===== src/rtl/maf_pipe.sv =====
// Three-stage pipelined unsigned multiply-add: MUL, ADD, FMA and a running MAC accumulator.
// A single global advance signal gives valid/ready backpressure; there is no bubble collapsing.
module maf_pipe #(
    parameter int WIDTH = 32,
    parameter int RW    = 2*WIDTH
) (
    input  logic             clk,
    input  logic             rst,
    input  logic             in_valid,
    output logic             in_ready,
    input  logic [WIDTH-1:0] in_a,
    input  logic [WIDTH-1:0] in_b,
    input  logic [WIDTH-1:0] in_c,
    input  logic [1:0]       in_func,
    input  logic             in_acc_clr,
    output logic             out_valid,
    input  logic             out_ready,
    output logic [RW-1:0]    out_result,
    output logic             out_ovf,
    output logic [RW-1:0]    acc_value
);
    typedef enum logic [1:0] {
        F_MUL = 2'b00,
        F_ADD = 2'b01,
        F_FMA = 2'b10,
        F_MAC = 2'b11
    } func_t;

    typedef struct packed {
        logic [WIDTH-1:0] a;
        logic [WIDTH-1:0] b;
        logic [WIDTH-1:0] c;
        func_t            func;
        logic             acc_clr;
    } s1_t;

    typedef struct packed {
        logic [RW-1:0]    p;
        logic [WIDTH-1:0] c;
        func_t            func;
        logic             acc_clr;
    } s2_t;

    logic [3:1]    vld_pipe;
    logic          advance;
    s1_t           s1;
    s2_t           s2;
    logic [RW-1:0] mult;
    logic [RW-1:0] prod;
    logic [RW-1:0] addend;
    logic [RW:0]   sum;
    logic [RW-1:0] acc;

    assign advance   = !vld_pipe[3] || out_ready;
    assign in_ready  = advance;
    assign out_valid = vld_pipe[3];
    assign acc_value = acc;

    always_ff @(posedge clk or posedge rst) begin
        if (rst)
            vld_pipe <= '0;
        else if (advance)
            vld_pipe <= {vld_pipe[2:1], in_valid};
    end

    always_ff @(posedge clk or posedge rst) begin
        if (rst)
            s1 <= '0;
        else if (advance && in_valid)
            s1 <= '{a: in_a, b: in_b, c: in_c, func: func_t'(in_func), acc_clr: in_acc_clr};
    end

    // ADD reuses the multiplier with m = 1 so every mode shares the S3 adder.
    always_comb begin
        mult = (s1.func == F_ADD) ? RW'(1) : RW'(s1.b);
        prod = RW'(s1.a) * mult;
    end

    always_ff @(posedge clk or posedge rst) begin
        if (rst)
            s2 <= '0;
        else if (advance && vld_pipe[1])
            s2 <= '{p: prod, c: s1.c, func: s1.func, acc_clr: s1.acc_clr};
    end

    always_comb begin
        addend = '0;
        case (s2.func)
            F_ADD, F_FMA: addend = {{(RW-WIDTH){1'b0}}, s2.c};
            F_MAC:        addend = s2.acc_clr ? '0 : acc;
            default:      addend = '0;
        endcase
        sum = {1'b0, s2.p} + {1'b0, addend};
    end

    // The accumulator is read and written on the same S3 load, so chained MACs see no hazard.
    always_ff @(posedge clk or posedge rst) begin
        if (rst) begin
            out_result <= '0;
            out_ovf    <= 1'b0;
            acc        <= '0;
        end else if (advance && vld_pipe[2]) begin
            out_result <= sum[RW-1:0];
            out_ovf    <= sum[RW];
            if (s2.func == F_MAC)
                acc <= sum[RW-1:0];
        end
    end
endmodule


===== config.mk =====
export PLATFORM = sky130hd
export DESIGN_NAME = maf_pipe
export DESIGN_NICKNAME = d
export VERILOG_FILES = /design/src/rtl/maf_pipe.sv
export SDC_FILE = /design/constraint.sdc
export NUM_CORES = 2
export LEC_CHECK = 0
export CORE_UTILIZATION = 64
export CTS_BUF_LIST = sky130_fd_sc_hd__clkbuf_4 sky130_fd_sc_hd__clkbuf_8 sky130_fd_sc_hd__clkbuf_16
export CTS_CLUSTER_DIAMETER = 80
export CTS_CLUSTER_SIZE = 40
export DETAILED_ROUTE_END_ITERATION = 8
export PLACE_DENSITY = 0.86
export SLEW_MARGIN = 20
export SYNTH_ARGS = -nofsm -noshare
export SYNTH_HDL_FRONTEND = slang
export SYNTH_SLANG_ARGS = --single-unit

===== constraint.sdc =====
create_clock -name clk -period 14.49 [get_ports clk]
set_input_delay 2.898 -clock clk [delete_from_list [all_inputs] [get_ports clk]]
set_output_delay 2.898 -clock clk [all_outputs]
set_load 0.005 [all_outputs]

==> impl_metrics.toml <==
[synthesis]
yosysMostFrequentCell = "inv_1"
synth_top_family_by_area = "adder cells"
synthTopCellsByArea = "fa_1 36%, dfrtp_1 16%, ha_1 8.2%"
yosysTopAreaCell = "fa_1"
syn-mean-instance-area_um2 = 9.25
synthMuxAreaShare = 0.0325
ys_seq_elements = 330
synthDistinctLibCells = 80
synthSimpleGateAreaFrac = 0.177
ys.flop_type = "dfrtp_1"
synth_cells = 5420
yosys_warnings = 0
synth_common_cells = "901 x inv_1, 897 x fa_1, 885 x nand2_1"
synthesis.nets = 6749
synth-compound-area-share = 0.0697
synth_area_um2 = 50100
ys_async_sr_fraction = 1.00
synth.top_cell.area_share = 0.358
synth_fa_ha_area_frac = 0.440
synth-xor-area-share = 0.0199
synth_edf_count = 0
seq_area_frac_synth = 0.165

[grt]
grt_pass1_wl_mm = 229
overflow = 0
grt_max_degree = 159
grt_usage = 0.377
grt_pass1_vias = 41800
grt_antenna_before_repair = 4

[critical_path]
crit_start = "s1[1]$_DFFE_PP0P_"
cp.arrival_ns = 10.21
crit_family = "adder cells"
crit_type = "reg -> reg"
crit_buf_inv = 4
crit_path_start_kind = "flop"
end_kind = "flop"
slowest_stage = "and2_1"
slowest_delay_ns = 0.79
cp.required_ns = 14.91
path_cells = "nand2b_4, buf_4, and2_1, nand2_1, fa_1, inv_1, fa_1, fa_1, fa_1, fa_1, fa_1, fa_1, inv_1, fa_1, inv_1, ha_1, a21oi_1, o221ai_1, a221o_1, a221oi_2, o21ai_4, nor3b_1, or3_1, a31o_1"
cp_common_cell = "fa_1"
crit_fanout = 112
r2r_start = "s1[1]$_DFFE_PP0P_"

[clock_network]
cts-resized-gates = 0
postCtsSetupBuffers = 0
clk_pin_slew_ns = 0.12
h-tree-depth = 1
numCtsBuffers = 20
clk_latency_ns = 0.60
ctsHoldBuffers = 0
clock_sinks = 330
cts_tree = "yes"
cts_buffer_depth = 3
root_buffer = "clkbuf_16"

[final_layout]
fill_cells = 5745
nNetsFinal = 6701
final_layout_size_suffix_gt1_frac = 0.0551
areaGrowthSynthToFinish_pct = 7.14

[run]
drv_cap = 0

[sta]
finalSetupViolations = 0
finalHoldViolCount = 0
period_needed_ns = 9.79
final.setup.tns_ns = 0
maxSlewViolCount = 0
tightestPinTransition_ns = 1.21
rsz0062_at_grt = "no"
fmax_ghz = 0.102
fin_crit_sh = 0.675
skew_ns = 0.0768
relSlewSlack = 0.192

[drt]
first_pass_iters = 9
route.detailed.wl_per_inst_um = 22.7
drcViolationCount = 0
final_antenna_net_count = 0
via_per_inst = 6.23
routed-via-count = 40100
drt_iter0_markers = 4365
routed_wl_mm = 146

[min_path]
hold_start = "out_result[53]$_DFFE_PP0P_"
hp-class = "reg -> reg"

[floorplan]
ios = 234
start_util = 0.647
die_h_um = 282
die_x_um = 282
die_area_um2 = 79400
core-area_um2 = 77500
num_rows = 102

[placement]
dp_hpwl_mm = 107
gp_congestion = 1.00
io_buffers = 233

[run_status]
status = "completed"
[cell type report]
class	count	area, um2	area share
Tap cell	1040	1300	0.0242
Multi-Input combinational cell	3819	37100	0.691
Inverter	901	3390	0.0631
Clock inverter	13	190	0.00354
Clock buffer	23	553	0.0103
Timing Repair Buffer	300	2850	0.0531
Sequential cell	330	8270	0.154
Antenna cell	6	15.0	0.000280
[cells by family after synthesis]
logic type      count (synthesis)
compound gates                534
xor+xnor                      114
fa+ha+maj                    1226
buf+inv                      1271
flops                         330
mux                           145
simple gates                 1800
[worst paths after layout]
| kind | endpoint | slack [ns] | cells past startpoint |
|---|---|---|---|
| setup reg to reg | s2[95]$_DFFE_PP0P_ | 4.70 | 24 |
| hold / removal | out_result[53]$_DFFE_PP0P_ | 0.48 | 2 |
| hold reg to reg | out_result[53]$_DFFE_PP0P_ | 0.48 | 2 |
| max in group asynchronous | s1[12]$_DFFE_PP0P_ | 10.15 | 3 |
| setup / recovery | s2[95]$_DFFE_PP0P_ | 4.70 | 24 |
| min in group asynchronous | s1[95]$_DFFE_PP0P_ | 2.87 | 2 |
[routing by layer]
metal	part of all wire	GRT usage
met1	0.37	0.490
met2	0.44	0.573
met3	0.14	0.120
met4	0.060	0.180
met5	0.00033	0.00549
[sequential cells by signal (all words and copies together), names as in the netlist]
signal / count
out_result: 64
vld_pipe: 3
s2: 99
out_ovf: 1
acc_value: 64
s1: 99
[stage by stage]
stage | area [um2] | hold slack (ns) | setup WS, ns | instances | utilization
2_1_floorplan | 50100 | 0.433 | 2.45 | 5420 | -
3_3_place_gp | 52900 | 0.444 | 4.80 | 6390 | 0.683
3_5_place_dp | 52900 | 0.453 | 4.59 | 6390 | 0.683
4_1_cts | 53700 | 0.487 | 4.48 | 6426 | 0.693
5_1_grt | 53700 | 0.507 | 4.28 | 6427 | 0.693
6_report | 53700 | 0.483 | 4.70 | 6432 | 0.693
[layout by cell type, fill, tap and decap left out, drive strengths merged, types with 18 or more instances in the layout]
cell / count
nor2: 59
dfrtp: 330
nor3: 18
xnor2: 65
ha: 329
a22o: 32
xor2: 49
inv: 910
o21ai: 138
and2: 80
clkdlybuf4s50: 233
buf: 67
a31oi: 32
nand4: 38
and3: 611
nand2: 885
clkbuf: 23
fa: 897
mux2: 143
a21boi: 18
a21oi: 149
o21bai: 25
nand3: 42
a21o: 59
[tightest hold or removal path, stage by stage, from the launching register on]
cell and delay, ns:
dfrtp_1 0.35, nand2_1 0.05, nand2_1 0.05
Power is left out: the tool's default activity adds up to more than one toggle a clock period on the data nets, which glitch-free logic cannot reach.
